$ cat src/rtl/max_min_tree_argidx.sv
// ---------------------------------------------------------------------------
// max_min_tree_argidx
//
// Pipelined max/min reduction tree. It returns the winning operand and that
// operand's index for cmp_input_n operands on every beat. Each operand can be
// masked out. Max or min is chosen per beat. Pipeline registers are placed
// every reg_every tree levels.
//
// Optional feature macro: MAX_MIN_TREE_BEAT_ACC_EN
//   When this macro is defined, an accumulator stage follows the tree and
//   reduces all beats of a window (closed by cmp_in_last) into one result.
//   When it is undefined, every valid beat produces its own result.
//
// Ports:
//   aclk, aresetn  clock, asynchronous active-low reset
//   aclken         global clock enable; 0 freezes every register
//   cmp_in         operands, operand i at [(i+1)*cmp_width-1 : i*cmp_width]
//   cmp_in_mask    1 = operand participates
//   cmp_mode       0 = max, 1 = min, travels with its beat
//   cmp_in_last    last beat of a window (accumulating build only)
//   cmp_in_vld     beat valid
//   cmp_out        winning value (0 when nothing participated)
//   cmp_out_idx    operand index of the winner
//   cmp_out_none   no operand participated
//   cmp_out_vld    one-cycle result strobe
// ---------------------------------------------------------------------------
module max_min_tree_argidx #(
    parameter int cmp_input_n      = 9,
    parameter int cmp_width        = 8,
    parameter int signed_cmp       = 1,
    parameter int reg_every        = 2,
    parameter int simulation_delay = 1,
    localparam int IdxW = (cmp_input_n > 2) ? $clog2(cmp_input_n) : 1
) (
    input  logic                             aclk,
    input  logic                             aresetn,
    input  logic                             aclken,
    input  logic [cmp_input_n*cmp_width-1:0] cmp_in,
    input  logic [cmp_input_n-1:0]           cmp_in_mask,
    input  logic                             cmp_mode,
    input  logic                             cmp_in_last,
    input  logic                             cmp_in_vld,
    output logic [cmp_width-1:0]             cmp_out,
    output logic [IdxW-1:0]                  cmp_out_idx,
    output logic                             cmp_out_none,
    output logic                             cmp_out_vld
);

    localparam int Levels = $clog2(cmp_input_n);

    // Reject parameter values the tree cannot build.
    // simulation_delay is kept for interface compatibility with the older
    // fixed-size tree. The registers here are modelled without delay.
    if (cmp_input_n < 2 || cmp_input_n > 64) begin : g_badN
        $error("cmp_input_n must be in 2..64");
    end
    if (reg_every < 1 || reg_every > 6) begin : g_badRegEvery
        $error("reg_every must be in 1..6");
    end
    if (simulation_delay < 0) begin : g_badDelay
        $error("simulation_delay must be non-negative");
    end

    // Node count at a given level. An unpaired node is carried up, so the
    // count is halved with rounding up at each level.
    function automatic int nodesAt(input int lvl);
        int c;
        c = cmp_input_n;
        for (int k = 0; k < lvl; k++) begin
            c = (c + 1) / 2;
        end
        return c;
    endfunction

    // Strict comparison: a beats b only if a is strictly better. Ties
    // therefore favour whichever side the caller passes as b.
    function automatic logic isBetter(input logic [cmp_width-1:0] a,
                                      input logic [cmp_width-1:0] b,
                                      input logic minMode);
        if (signed_cmp != 0) begin
            return minMode ? ($signed(a) < $signed(b)) : ($signed(a) > $signed(b));
        end
        return minMode ? (a < b) : (a > b);
    endfunction

    for (genvar l = 0; l <= Levels; l++) begin : g_lvl
        localparam int Cnt = nodesAt(l);
        logic [cmp_width-1:0] levVal [Cnt];
        logic [IdxW-1:0]      levIdx [Cnt];
        logic                 levAny [Cnt];
        logic                 levVld;
        logic                 levMode;
        logic                 levLast;

        if (l == 0) begin : g_leaf
            // A masked operand becomes an all-zero invalid node. Invalid
            // nodes then stay zero all the way up the tree.
            for (genvar i = 0; i < Cnt; i++) begin : g_op
                assign levVal[i] = cmp_in_mask[i] ? cmp_in[i*cmp_width +: cmp_width] : '0;
                assign levIdx[i] = cmp_in_mask[i] ? IdxW'(i) : '0;
                assign levAny[i] = cmp_in_mask[i];
            end
            assign levVld  = cmp_in_vld;
            assign levMode = cmp_mode;
            assign levLast = cmp_in_last;
        end else begin : g_node
            localparam int PrevCnt = nodesAt(l - 1);
            logic [cmp_width-1:0] nodeVal_d [Cnt];
            logic [IdxW-1:0]      nodeIdx_d [Cnt];
            logic                 nodeAny_d [Cnt];

            for (genvar j = 0; j < Cnt; j++) begin : g_pair
                if (2*j + 1 < PrevCnt) begin : g_two
                    // The left child always covers lower operand indices.
                    // Only a strictly better right child displaces it, which
                    // gives lowest-index tie-breaking.
                    logic pickRight;
                    assign pickRight = g_lvl[l-1].levAny[2*j+1] &
                                       (~g_lvl[l-1].levAny[2*j] |
                                        isBetter(g_lvl[l-1].levVal[2*j+1],
                                                 g_lvl[l-1].levVal[2*j],
                                                 g_lvl[l-1].levMode));
                    assign nodeVal_d[j] = pickRight ? g_lvl[l-1].levVal[2*j+1] :
                                          (g_lvl[l-1].levAny[2*j] ? g_lvl[l-1].levVal[2*j] : '0);
                    assign nodeIdx_d[j] = pickRight ? g_lvl[l-1].levIdx[2*j+1] :
                                          (g_lvl[l-1].levAny[2*j] ? g_lvl[l-1].levIdx[2*j] : '0);
                    assign nodeAny_d[j] = g_lvl[l-1].levAny[2*j] | g_lvl[l-1].levAny[2*j+1];
                end else begin : g_one
                    assign nodeVal_d[j] = g_lvl[l-1].levVal[2*j];
                    assign nodeIdx_d[j] = g_lvl[l-1].levIdx[2*j];
                    assign nodeAny_d[j] = g_lvl[l-1].levAny[2*j];
                end
            end

            if ((l % reg_every == 0) || (l == Levels)) begin : g_reg
                logic [cmp_width-1:0] nodeVal_q [Cnt];
                logic [IdxW-1:0]      nodeIdx_q [Cnt];
                logic                 nodeAny_q [Cnt];
                logic                 vld_q;
                logic                 mode_q;
                logic                 last_q;

                // The data registers load only for a valid beat, so idle
                // cycles do not disturb the last result.
                always_ff @(posedge aclk or negedge aresetn) begin
                    if (!aresetn) begin
                        for (int k = 0; k < Cnt; k++) begin
                            nodeVal_q[k] <= '0;
                            nodeIdx_q[k] <= '0;
                            nodeAny_q[k] <= 1'b0;
                        end
                        mode_q <= 1'b0;
                        last_q <= 1'b0;
                    end else if (aclken && g_lvl[l-1].levVld) begin
                        for (int k = 0; k < Cnt; k++) begin
                            nodeVal_q[k] <= nodeVal_d[k];
                            nodeIdx_q[k] <= nodeIdx_d[k];
                            nodeAny_q[k] <= nodeAny_d[k];
                        end
                        mode_q <= g_lvl[l-1].levMode;
                        last_q <= g_lvl[l-1].levLast;
                    end
                end

                // The valid flag follows every enabled cycle, so each beat
                // gives exactly one pulse.
                always_ff @(posedge aclk or negedge aresetn) begin
                    if (!aresetn) begin
                        vld_q <= 1'b0;
                    end else if (aclken) begin
                        vld_q <= g_lvl[l-1].levVld;
                    end
                end

                assign levVal  = nodeVal_q;
                assign levIdx  = nodeIdx_q;
                assign levAny  = nodeAny_q;
                assign levVld  = vld_q;
                assign levMode = mode_q;
                assign levLast = last_q;
            end else begin : g_comb
                assign levVal  = nodeVal_d;
                assign levIdx  = nodeIdx_d;
                assign levAny  = nodeAny_d;
                assign levVld  = g_lvl[l-1].levVld;
                assign levMode = g_lvl[l-1].levMode;
                assign levLast = g_lvl[l-1].levLast;
            end
        end
    end

    logic [cmp_width-1:0] beatVal;
    logic [IdxW-1:0]      beatIdx;
    logic                 beatAny;
    logic                 beatVld;
    logic                 beatMode;
    logic                 beatLast;

    assign beatVal  = g_lvl[Levels].levVal[0];
    assign beatIdx  = g_lvl[Levels].levIdx[0];
    assign beatAny  = g_lvl[Levels].levAny[0];
    assign beatVld  = g_lvl[Levels].levVld;
    assign beatMode = g_lvl[Levels].levMode;
    assign beatLast = g_lvl[Levels].levLast;

`ifdef MAX_MIN_TREE_BEAT_ACC_EN
    logic                 inWindow_q;
    logic                 accMode_q;
    logic                 accAny_q;
    logic [cmp_width-1:0] accVal_q;
    logic [IdxW-1:0]      accIdx_q;
    logic [cmp_width-1:0] outVal_q;
    logic [IdxW-1:0]      outIdx_q;
    logic                 outNone_q;
    logic                 outVld_q;
    logic                 winMode;
    logic                 takeBeat;
    logic [cmp_width-1:0] accVal_d;
    logic [IdxW-1:0]      accIdx_d;
    logic                 accAny_d;

    // A beat outside a window starts a new one and loads the accumulator
    // directly. Within a window, the new beat must be strictly better to
    // win, so the earlier beat keeps a tie.
    always_comb begin
        winMode  = inWindow_q ? accMode_q : beatMode;
        takeBeat = beatAny & (~inWindow_q | ~accAny_q | isBetter(beatVal, accVal_q, winMode));
        accVal_d = '0;
        accIdx_d = '0;
        accAny_d = beatAny | (inWindow_q & accAny_q);
        if (takeBeat) begin
            accVal_d = beatVal;
            accIdx_d = beatIdx;
        end else if (inWindow_q && accAny_q) begin
            accVal_d = accVal_q;
            accIdx_d = accIdx_q;
        end
    end

    // The partial result lives in acc*_q. The out*_q registers are updated
    // only when a window closes, so the outputs hold between results.
    always_ff @(posedge aclk or negedge aresetn) begin
        if (!aresetn) begin
            inWindow_q <= 1'b0;
            accMode_q  <= 1'b0;
            accAny_q   <= 1'b0;
            accVal_q   <= '0;
            accIdx_q   <= '0;
            outVal_q   <= '0;
            outIdx_q   <= '0;
            outNone_q  <= 1'b0;
        end else if (aclken && beatVld) begin
            inWindow_q <= ~beatLast;
            accMode_q  <= winMode;
            accAny_q   <= accAny_d;
            accVal_q   <= accVal_d;
            accIdx_q   <= accIdx_d;
            if (beatLast) begin
                outVal_q  <= accVal_d;
                outIdx_q  <= accIdx_d;
                outNone_q <= ~accAny_d;
            end
        end
    end

    always_ff @(posedge aclk or negedge aresetn) begin
        if (!aresetn) begin
            outVld_q <= 1'b0;
        end else if (aclken) begin
            outVld_q <= beatVld & beatLast;
        end
    end

    assign cmp_out      = outVal_q;
    assign cmp_out_idx  = outIdx_q;
    assign cmp_out_none = outNone_q;
    assign cmp_out_vld  = outVld_q;
`else
    logic resultSeen_q;
    logic unusedBeatBits;

    // The final tree registers reset to "nothing valid". This flag keeps
    // cmp_out_none low until the first real result arrives.
    always_ff @(posedge aclk or negedge aresetn) begin
        if (!aresetn) begin
            resultSeen_q <= 1'b0;
        end else if (aclken && beatVld) begin
            resultSeen_q <= 1'b1;
        end
    end

    assign unusedBeatBits = beatMode ^ beatLast;

    assign cmp_out      = beatAny ? beatVal : '0;
    assign cmp_out_idx  = beatAny ? beatIdx : '0;
    assign cmp_out_none = (resultSeen_q | beatVld) & ~beatAny;
    assign cmp_out_vld  = beatVld;
`endif

endmodule

$ cat config.mk
export PLATFORM = sky130hd
export DESIGN_NAME = max_min_tree_argidx
export DESIGN_NICKNAME = d
export VERILOG_FILES = /design/src/rtl/max_min_tree_argidx.sv
export SDC_FILE = /design/constraint.sdc
export NUM_CORES = 1
export LEC_CHECK = 0
export ABC_AREA = 1
export BUFFER_PORTS_ARGS = -buffer_cell sky130_fd_sc_hd__buf_4
export CAP_MARGIN = 20
export CORE_ASPECT_RATIO = 0.8
export CORE_MARGIN = 4
export CORE_UTILIZATION = 25
export DETAILED_ROUTE_END_ITERATION = 6
export PLACE_DENSITY = 0.46
export SYNTH_ARGS = -nofsm -noshare
export SYNTH_HDL_FRONTEND = slang
export SYNTH_SLANG_ARGS = --single-unit
$ cat constraint.sdc
create_clock -name aclk -period 6.4 [get_ports aclk]
set_input_delay 1.28 -clock aclk [delete_from_list [all_inputs] [get_ports aclk]]
set_output_delay 1.28 -clock aclk [all_outputs]
set_load 0.005 [all_outputs]
==> metrics.cfg, run 1 <==
[floorplanning]
rows=46
ios=101
initial_utilization_pct=25.7
placeableCoreArea_um2=20000
die_w_um=168
die_y_um=136
design.die.area_um2=22900

[finish]
final_net_count=1077
area.sequential_um2=1230
final_core_utilization_pct=31.4
layout.filler_cells=2245
multi_input_gate_area_um2=3320
syn_to_final_growth_pct=22.2
layout-drive-gt1-share_pct=13.1
insertedDiodeCount=0

[clock_network]
cts-buffers-inserted=5
ctsResizeCount=0
tritoncts_num_sinks=49
cts_root_buf=clkbuf_16
insertion_delay_ns=0.29
cts_tree=built
clockBufferDepth=2
cts_hold_repair.buffers=0
clock_tree.htree_level_count=2
post-cts-setup-buffers=0
clock_slew_seen_by_the_registers_of_the_worst_setup_and_hold_paths_ns=0.07

[sta]
worst_slew_pin_slew_ns=0.649
hold_viol_final=0
timing.clock.skew_ns=0.00439
grt_setup_unrepaired=false
final_max_slew_viol_count=0
period_needed_ns=5.12
setup-violations-final=0
totalNegativeSetupSlack_ns=0
fmax_mhz=195
final.period_utilization_pct=79.9
max_slew_margin_pct=56.7

[setup_path]
r2r-start=g_lvl[2].g_node.g_reg.nodeVal_q[23]
reg2reg_setup_slack_ns=2.03
ff2ff_path_depth=27
criticalPathCategory=in -> reg
crit_path_start=cmp_in_mask[7]
critPathCapture=g_lvl[2].g_node.g_reg.nodeVal_q[11]
crit-reg2reg-capture=beatIdx[1]
worst_ep_arrival_time_ns=5.30
worst_ep_required_time_ns=6.58
critical_path_peak_fanout=18
crit_path_end_kind=flop
start_kind=input port

[synthesis]
synth_area_leader_cell=nand2_1
post-synth-top-count-cell=nand2_1
netlist_instances=847
dominant_combinational_cell_family_by_area_after_synthesis=simple AND/OR/NAND/NOR gates
synth_fp_nets=997
post_synth_xor_area_fraction_pct=0.171
synth_common_cells=363 x nand2_1, 123 x inv_1, 80 x nand3_1
synth-simple-area-share_pct=40.9
synth-adder-area-share_pct=15.4
synth_compound_gate_area_share_pct=8.26
synthesis.area_um2=5130
synth_area_leaders=nand2_1 27%, dfrtp_1 24%, ha_1 15%
yosys-mux-area-fraction_pct=0
synthesis.area_per_instance_um2=6.06
synth-edff-count=0
yosysTopAreaCellShare_pct=26.5
synth-seq-area-share_pct=23.9
synthFlopType=dfrtp_1
count_of_state_elements_after_synthesis=49
async_flop_share_pct=100
synth_cell_types=32
yosys_warnings=0

[drt]
drt-vias-per-instance=4.30
drt_first_iter_violations=352
drt_pass1_iterations=4
finalWirelength_mm=14.6
drt.antenna.violating_nets=0
detailroute.via_count=5126
detail_route.wl_per_cell_um=12.3
number_of_drc_violations_after_detailed_routing=0

[power_and_ir_drop]
cellPowerDensity_nw_per_um2=236
leakagePower_nw=3.81
ir_worst_vdd_mv=0.146

[run]
cap_viol_max_count=0

[worst_hold_path]
worst_hold_path_type=reg -> reg

[status]
run_status=finished clean

[global_routing]
maximum_number_of_pins_on_one_net_before_global_route_repair=50
grt_first_pass_wirelength_mm=25.2
first_global_vias=5067
globalRouteTotalUtil_pct=13.2
gr-total-overflow=0
antenna_violations_before_repair=0

[place]
finalWeightedCongestion=0.837
dp.final_hpwl_mm=11.9
portBuffers=99

-- placed cells by master (no fill, tap or decap), types with 2 or more instances in the layout --
cell       synthesis  routed
clkbuf_16          0       5
nand2_2            5       5
nand2_1          363     363
buf_4              0     100
nor2_1            29      29
o21ai_0           21      21
o21ai_2            2       2
a21oi_1           40      40
ha_1              63      63
inv_1            123     123
nand4_1           10      10
nand3_2            3       3
o21a_1             7       7
o21ai_1            2       2
nor3_1             2       2
nand3_1           80      80
and2_1             9       9
dfrtp_1           49      49
-- cells by family (layout without fill, tap and decap cells) --
logic type | count (synthesis) | count (layout)
adder cells (fa/ha/maj) | 63 | 63
buffers and inverters | 152 | 233
flip-flops | 49 | 49
AO/OA/AOI/OAI | 77 | 77
XOR/XNOR | 1 | 1
AND/OR/NAND/NOR | 505 | 505
-- worst min-delay path by stage --
| stage | startpoint | endpoint | slack [ns] | cells past startpoint |
|---|---|---|---|---|
| after floorplan | resultSeen_q | resultSeen_q | 0.42 | 2 |
| after global placement | resultSeen_q | resultSeen_q | 0.44 | 2 |
| after detailed placement | resultSeen_q | resultSeen_q | 0.44 | 2 |
| after CTS | resultSeen_q | resultSeen_q | 0.46 | 2 |
| after global routing | resultSeen_q | resultSeen_q | 0.51 | 2 |
| final | resultSeen_q | resultSeen_q | 0.46 | 2 |
-- power by group --
group | switching, mW | leakage (nW) | total [mW] | internal, mW
clock network | 0.117 | 0.0831 | 0.312 | 0.195
registers | 0.0602 | 0.618 | 0.441 | 0.381
logic | 0.432 | 3.11 | 0.729 | 0.297
-- per-stage QoR --
| stage | power (mW) | setup slack, ns | hold slack (ns) | area, µm² | cells |
|---|---|---|---|---|---|
| detailed placement | 1.18 | 1.01 | 0.445 | 6100 | 1184 |
| CTS | 1.51 | 1.31 | 0.462 | 6270 | 1192 |
| finish | 1.48 | 1.28 | 0.457 | 6270 | 1192 |
| global placement | 1.18 | 0.931 | 0.441 | 6100 | 1184 |
| global route | 1.65 | 0.824 | 0.506 | 6270 | 1192 |
| floorplan | 0.942 | 1.66 | 0.421 | 5130 | 847 |
-- area by class of cell --
| cell class | count | area share [%] |
|---|---|---|
| Clock buffer | 6 | 2.21 |
| Multi-Input combinational cell | 646 | 52.9 |
| Tap cell | 264 | 5.27 |
| Clock inverter | 2 | 0.598 |
| Sequential cell | 49 | 19.5 |
| Timing Repair Buffer | 100 | 12.0 |
| Inverter | 125 | 7.48 |
-- state kept, by name, summed over array words and instances, names as in the netlist, 2 cells and up --
name,count
beatIdx,4
beatVal,8
g_lvl.g_node.g_reg.nodeAny_q,2
g_lvl.g_node.g_reg.nodeIdx_q,6
g_lvl.g_node.g_reg.nodeVal_q,24
-- critical path: stages --
cell      delay [ns]
buf_4           0.18
nand2_1         0.10
inv_1           0.05
ha_1            0.33
a21oi_1         0.16
o21a_1          0.14
nand3_1         0.09
nand3_1         0.08
nand3_1         0.29
nand2_2         0.30
nand2_1         0.09
and2_1          0.17
ha_1            0.33
nand2_1         0.10
nor4_1          0.26
nor2_1          0.07
nand3_1         0.08
nand3_1         0.07
nand2_1         0.32
clkinv_1        0.39
nand3_1         0.23
nand2_1         0.09
nand2_1         0.06
nand2_1         0.05
-- routing by layer --
layer,global-route usage [%],vias up,routed length (µm)
li1,-,2822,-
met1,20.6,2210,7740
met2,19.5,86,6100
met3,1.89,8,720
met4,1.71,0,73
met5,0,-,0
(Power assumes the default switching activity.)
==> run 2: changes to the inputs <==
--- a/config.mk
+++ b/config.mk
@@ -5,14 +5,14 @@
 export SDC_FILE = /design/constraint.sdc
 export NUM_CORES = 1
 export LEC_CHECK = 0
-export ABC_AREA = 1
+export ABC_AREA = 0
 export BUFFER_PORTS_ARGS = -buffer_cell sky130_fd_sc_hd__buf_4
 export CAP_MARGIN = 20
 export CORE_ASPECT_RATIO = 0.8
 export CORE_MARGIN = 4
 export CORE_UTILIZATION = 25
 export DETAILED_ROUTE_END_ITERATION = 6
-export PLACE_DENSITY = 0.46
+export PLACE_DENSITY = 0.48
 export SYNTH_ARGS = -nofsm -noshare
 export SYNTH_HDL_FRONTEND = slang
 export SYNTH_SLANG_ARGS = --single-unit
==> constraint.sdc (replaced) <==
create_clock -name aclk -period 4.15 [get_ports aclk]
set_input_delay 0.83 -clock aclk [delete_from_list [all_inputs] [get_ports aclk]]
set_output_delay 0.83 -clock aclk [all_outputs]
set_load 0.005 [all_outputs]
==> run 2 against run 1 <==
  * The flow now finishes with violations (negative setup slack)
  * Die area shrank 7.2%
  * Synthesized area shrank 7.6%
  * Final area grew 26%
  * Final cell count shrank 9.7%
  * Routed wire length grew 8.0%
  * Sequential share of layout area shrank 4.1 points
  * First-iteration DRC count shrank 45%
  * Clock power grew 30%
  * Critical path type unchanged
  * Critical endpoint is now g_lvl[2].g_node.g_reg.nodeVal_q[13]
  * Largest cell class unchanged
==> metrics.cfg, run 2 <==
[status]
run_status=complete, but fails checks
violations=negative setup slack

[setup_path]
worst_ep_arrival_time_ns=4.67
cp_max_stage_cell=or3_4
crit_path_end_kind=flop
ff2ff_path_depth=19
critical_path_buf_inv_count=3
start_kind=input port
timing.critical_path.slowest_cell_delay_ns=0.37
worst_ep_required_time_ns=4.32
timing.critical_path.mode_cell=ha_4
crit_path_cell_trace=buf_8 -> and2_4 -> ha_4 -> and4_4 -> o2bb2ai_2 -> a31o_1 -> buf_4 -> mux2i_2 -> o41ai_4 -> buf_6 -> mux2_4 -> ha_4 -> or3_4 -> o211ai_1 -> a2111oi_2 -> a311oi_2 -> or2_4 -> nor2_4 -> a221o_1
r2r-start=g_lvl[2].g_node.g_reg.nodeVal_q[9]
crit-reg2reg-capture=beatVal[0]
criticalPathCategory=in -> reg
reg2reg_setup_slack_ns=-0.10
critical_path_peak_fanout=8
cpLargestDelayFamily=compound AO/OA/AOI/OAI gates

[sta]
hold_viol_final=0
final_max_slew_viol_count=0
final.setup.worst_slack_ns=-0.351
grt_setup_unrepaired=true
timing.clock.skew_ns=0.00751
worst_slew_pin_slew_ns=0.972
period_needed_ns=4.50
max_slew_margin_pct=35.2
setup-violations-final=20
final.period_utilization_pct=108
totalNegativeSetupSlack_ns=-4.01
fmax_mhz=222

[run]
cap_viol_max_count=0

[place]
portBuffers=99
placed_cells_incl_taps=1048
placed_area_um2=7070
dp.final_hpwl_mm=12.6
finalWeightedCongestion=0.859

[floorplanning]
die_w_um=162
rows=44
ios=101
design.die.area_um2=21300
placeableCoreArea_um2=18400
die_y_um=131
initial_utilization_pct=25.8

[power_and_ir_drop]
cellPowerDensity_nw_per_um2=345
ir_worst_vdd_mv=0.256
p_total_mw=2.73
leakagePower_nw=3.81

[finish]
regMostFlops=g_lvl.g_node.g_reg.nodeVal_q
largest_reg_flops=24
layout_common_cells=243 x buf_4, 76 x nand2_1, 49 x dfrtp_1
syn_to_final_growth_pct=67.0
post-route-cell-area_um2=7920
instances_no_fill=1076
layout-drive-gt1-share_pct=47.9
final_core_utilization_pct=43.1
final_net_count=972
layout_commonest_cell=buf_4
insertedDiodeCount=0

[synthesis]
synth_area_leader_cell=dfrtp_1
synth-seq-area-share_pct=25.9
synthesis.area_um2=4740
synth_fp_nets=727
synthesis.area_per_instance_um2=8.22
yosysTopAreaCellShare_pct=25.9
post-synth-top-count-cell=nand2_1
synth-edff-count=0
synthFlopType=dfrtp_1
count_of_state_elements_after_synthesis=49
async_flop_share_pct=100
synth_common_cells=85 x nand2_1, 63 x ha_1, 54 x and2_1
yosys_warnings=0
netlist_instances=577
synth_area_leaders=dfrtp_1 26%, ha_1 17%, and2_1 7.1%
synth_cell_types=51

[clock_network]
cts_root_buf=clkbuf_16
tritoncts_num_sinks=49
cts-buffers-inserted=5
cts_tree=built
cts_hold_repair.buffers=0
insertion_delay_ns=0.29
clock_slew_seen_by_the_registers_of_the_worst_setup_and_hold_paths_ns=0.07
clockBufferDepth=2
clock_tree.htree_level_count=2

[drt]
detail_route.wl_per_cell_um=14.7
detailroute.via_count=5004
drt-vias-per-instance=4.65
finalWirelength_mm=15.8
drt.antenna.violating_nets=0
drt_pass1_iterations=4
drt_first_iter_violations=193
number_of_drc_violations_after_detailed_routing=0

[worst_hold_path]
timing.hold.worst.start=resultSeen_q
holdPathStages=1
worst_hold_path_type=reg -> reg
whs_endpoint=resultSeen_q

[global_routing]
grt_first_pass_wirelength_mm=25.8
first_global_vias=5286
antenna_violations_before_repair=0
globalRouteTotalUtil_pct=14.4
maximum_number_of_pins_on_one_net_before_global_route_repair=50
gr-total-overflow=0

==> run 2: cell count changes in the layout (fill, tap and decap cells not counted), sizes merged, moves of 11 or more <==
cell   change
a21oi     -26
nor2b     +12
nand3     -72
mux2      +23
and2      +45
mux2i     +11
nand2    -282
a221o     +15
buf      +157
inv       -75
==> run 2: power by group <==
group          total (mW)  internal [mW]  switching (mW)  leakage [nW]
Sequential          0.667          0.590          0.0771         0.615
Clock               0.407          0.224           0.183        0.0631
Combinational        1.66          0.939           0.721          3.13
Total                2.73           1.75           0.981          3.81
==> run 2: worst max-delay path by stage <==
| stage | startpoint | to | slack, ns | depth (start not counted) |
|---|---|---|---|---|
| final | cmp_in_mask[5] | g_lvl[2].g_node.g_reg.nodeVal_q[13] | -0.35 | 19 |
| after global routing | cmp_in_mask[5] | g_lvl[2].g_node.g_reg.nodeVal_q[8] | -0.54 | 20 |
| after CTS | cmp_in_mask[5] | g_lvl[2].g_node.g_reg.nodeVal_q[15] | -0.38 | 18 |
| after detailed placement | cmp_in_mask[5] | g_lvl[2].g_node.g_reg.nodeVal_q[11] | -0.78 | 18 |
| after global placement | cmp_in_mask[5] | g_lvl[2].g_node.g_reg.nodeVal_q[11] | -0.70 | 18 |
| after floorplan | cmp_in_mask[5] | g_lvl[2].g_node.g_reg.nodeVal_q[11] | -0.60 | 17 |
==> run 2: kinds of logic after synthesis <==
logic type | synth area share, %
AOI/OAI and AO/OA | 17.8
xor gates and xnor gates | 0.185
adders and majority gates | 16.8
buffers and inverters | 5.59
DFF | 25.9
muxes | 7.78
and+or+nand+nor | 26.0
==> run 2: cell type report <==
cell class | count | area, µm²
multi-input cells | 460 | 4060
clock buffers | 6 | 129
flip-flops and latches | 49 | 1230
inverters | 49 | 184
repair buffers | 257 | 1990
clock inverters | 2 | 15.0
well taps | 253 | 317
fillers | 1849 | 10500
==> run 2: timing repair <==
action                                  in CTS  in global routing
cloned                                       2                  0
buffers inserted                            12                  6
endpoints found under the setup margin      29                 30
pin swaps                                   34                 26
resized for setup                           66                 42
==> run 2: per-stage QoR <==
step | setup slack, ns | hold WS, ns
2_1_floorplan | -0.597 | 0.429
3_3_place_gp | -0.701 | 0.441
3_5_place_dp | -0.780 | 0.457
4_1_cts | -0.378 | 0.473
5_1_grt | -0.543 | 0.507
6_report | -0.351 | 0.472
==> run 2: metal layers <==
| layer | GRT usage, % | part of all wire, % | up-vias |
|---|---|---|---|
| met1 | 20.6 | 49 | 2373 |
| met3 | 1.66 | 3.0 | 10 |
| li1 | - | - | 2541 |
| met2 | 24.1 | 47 | 80 |
| met5 | 0 | 0 | - |
| met4 | 2.16 | 0.97 | 0 |
==> run 3: changes to the inputs <==
--- a/config.mk
+++ b/config.mk
@@ -13,6 +13,7 @@
 export CORE_UTILIZATION = 25
 export DETAILED_ROUTE_END_ITERATION = 6
 export PLACE_DENSITY = 0.48
+export RECOVER_POWER = 50
 export SYNTH_ARGS = -nofsm -noshare
 export SYNTH_HDL_FRONTEND = slang
 export SYNTH_SLANG_ARGS = --single-unit
==> run 3 against run 2 <==
  * The run ends with max-capacitance violations, max-slew violations, negative setup slack left
  * Core utilization barely moved
  * Via count barely moved
  * Combinational power barely moved
  * Non-clock buffer count did not move
  * Power barely moved
  * Count of clock-buffer cells in the layout did not move
  * Global-route usage did not move
  * Final cell count did not move
  * Setup slack barely moved
  * Clock skew did not move
  * First-iteration DRC count did not move
  * Register-to-register slack barely moved
  * Largest power group unchanged
  * Highest routed layer unchanged
==> metrics.cfg, run 3 (synthesis gave the netlist of run 2 again) <==
[status]
run_status=complete, but fails checks
violations=max-capacitance violations, max-slew violations, negative setup slack

[finish]
layout_commonest_cell=buf_4
post-route-cell-area_um2=7920
syn_to_final_growth_pct=66.9
layout-drive-gt1-share_pct=47.8
insertedDiodeCount=0
final_net_count=972
layout_common_cells=242 x buf_4, 76 x nand2_1, 49 x dfrtp_1
largest_reg_flops=24
area.sequential_um2=1230
layout.filler_cells=1849
regMostFlops=g_lvl.g_node.g_reg.nodeVal_q
multi_input_gate_area_um2=4060

[run]
cap_viol_max_count=1

[setup_path]
worst_ep_arrival_time_ns=4.67
criticalPathCategory=in -> reg
crit_path_end_kind=flop
r2r-start=g_lvl[2].g_node.g_reg.nodeVal_q[9]
worst_ep_required_time_ns=4.32
start_kind=input port
crit-reg2reg-capture=beatVal[0]
critical_path_peak_fanout=8
ff2ff_path_depth=19
reg2reg_setup_slack_ns=-0.10

[drt]
drt.antenna.violating_nets=0
drt-vias-per-instance=4.65
detail_route.wl_per_cell_um=14.7
number_of_drc_violations_after_detailed_routing=0
drt_pass1_iterations=4
detailroute.via_count=5007
finalWirelength_mm=15.8
drt_first_iter_violations=193

[global_routing]
globalRouteTotalUtil_pct=14.4
maximum_number_of_pins_on_one_net_before_global_route_repair=50
antenna_violations_before_repair=0
grt_first_pass_wirelength_mm=25.8
gr-total-overflow=0
first_global_vias=5286

[clock_network]
cts_tree=built
tritoncts_num_sinks=49
cts_root_buf=clkbuf_16
cts_hold_repair.buffers=0
insertion_delay_ns=0.29
cts-buffers-inserted=5
clock_tree.htree_level_count=2
clockBufferDepth=2
clock_slew_seen_by_the_registers_of_the_worst_setup_and_hold_paths_ns=0.07

[floorplanning]
initial_utilization_pct=25.8
rows=44
die_y_um=131
design.die.area_um2=21300
placeableCoreArea_um2=18400
ios=101
die_w_um=162

[sta]
hold_viol_final=0
setup-violations-final=20
hold_ws_ns=0.472
period_needed_ns=4.50
worst_slew_pin_slew_ns=2.74
max_slew_margin_pct=-82.9
grt_setup_unrepaired=true
final_max_slew_viol_count=50
final.setup.worst_slack_ns=-0.351
final.period_utilization_pct=108
timing.clock.skew_ns=0.00751
fmax_mhz=222

[worst_hold_path]
worst_hold_path_type=reg -> reg
whs_endpoint=resultSeen_q
holdPathStages=1
timing.hold.worst.start=resultSeen_q

[place]
portBuffers=99
dpl_worst_slack_ns=-0.780
dp.final_hpwl_mm=12.6
finalWeightedCongestion=0.859
placed_area_um2=7070

[power_and_ir_drop]
leakagePower_nw=3.80
ir_worst_vdd_mv=0.256
cellPowerDensity_nw_per_um2=345

-- run 3: layout make-up --
type                    count  area share (%)
inverters                  49            2.32
repair buffers            257            25.1
flip-flops and latches     49            15.5
clock inverters             2           0.190
multi-input cells         460            51.2
well taps                 253            4.00
clock buffers               6            1.63
-- run 3: layer usage --
metal | share of wire, % | vias to the layer above | global-route usage, % | wire length [µm]
met5 | 0 | - | 0 | 0
met4 | 0.97 | 0 | 2.16 | 153
met3 | 3.0 | 10 | 1.66 | 473
met2 | 47 | 82 | 24.1 | 7450
met1 | 49 | 2374 | 20.6 | 7720
li1 | - | 2541 | - | -
-- run 3: how the worst max path moves through the flow --
stage	startpoint	to	slack, ns
floorplan	cmp_in_mask[5]	g_lvl[2].g_node.g_reg.nodeVal_q[11]	-0.60
global placement	cmp_in_mask[5]	g_lvl[2].g_node.g_reg.nodeVal_q[11]	-0.70
detailed placement	cmp_in_mask[5]	g_lvl[2].g_node.g_reg.nodeVal_q[11]	-0.78
CTS	cmp_in_mask[5]	g_lvl[2].g_node.g_reg.nodeVal_q[15]	-0.38
global route	cmp_in_mask[5]	g_lvl[2].g_node.g_reg.nodeVal_q[8]	-0.54
finish	cmp_in_mask[5]	g_lvl[2].g_node.g_reg.nodeVal_q[13]	-0.35
-- run 3: power breakdown --
group	switching, mW	internal [mW]	total [mW]
Clock	0.183	0.224	0.407
Sequential	0.0772	0.590	0.667
Combinational	0.721	0.939	1.66
-- run 3: what timing repair did --
action,4_1_cts,5_1_grt
setup endpoints to repair,29,30
pin swaps,34,26
cloned,2,0
resized for setup,66,42
setup buffers,12,6
-- run 3: worst max-delay path, stage by stage --
cell and delay, ns:
buf_8 0.11, and2_4 0.14, ha_4 0.22, and4_4 0.19, o2bb2ai_2 0.11, a31o_1 0.22
buf_4 0.15, mux2i_2 0.15, o41ai_4 0.26, buf_6 0.18, mux2_4 0.32, ha_4 0.16
or3_4 0.37, o211ai_1 0.22, a2111oi_2 0.11, a311oi_2 0.28, or2_4 0.20, nor2_4 0.06
a221o_1 0.37
-- run 3: metrics by stage --
| step | total power, mW | cells | utilization, % | TNS, ns |
|---|---|---|---|---|
| detailed placement | 2.05 | 1048 | 38.4 | -14.96 |
| floorplan | 1.41 | 577 | - | -6.45 |
| global route | 2.93 | 1076 | 43.1 | -9.09 |
| CTS | 2.64 | 1070 | 41.7 | -4.60 |
| global placement | 2.01 | 1048 | 38.4 | -12.45 |
| finish | 2.73 | 1076 | 43.1 | -4.01 |
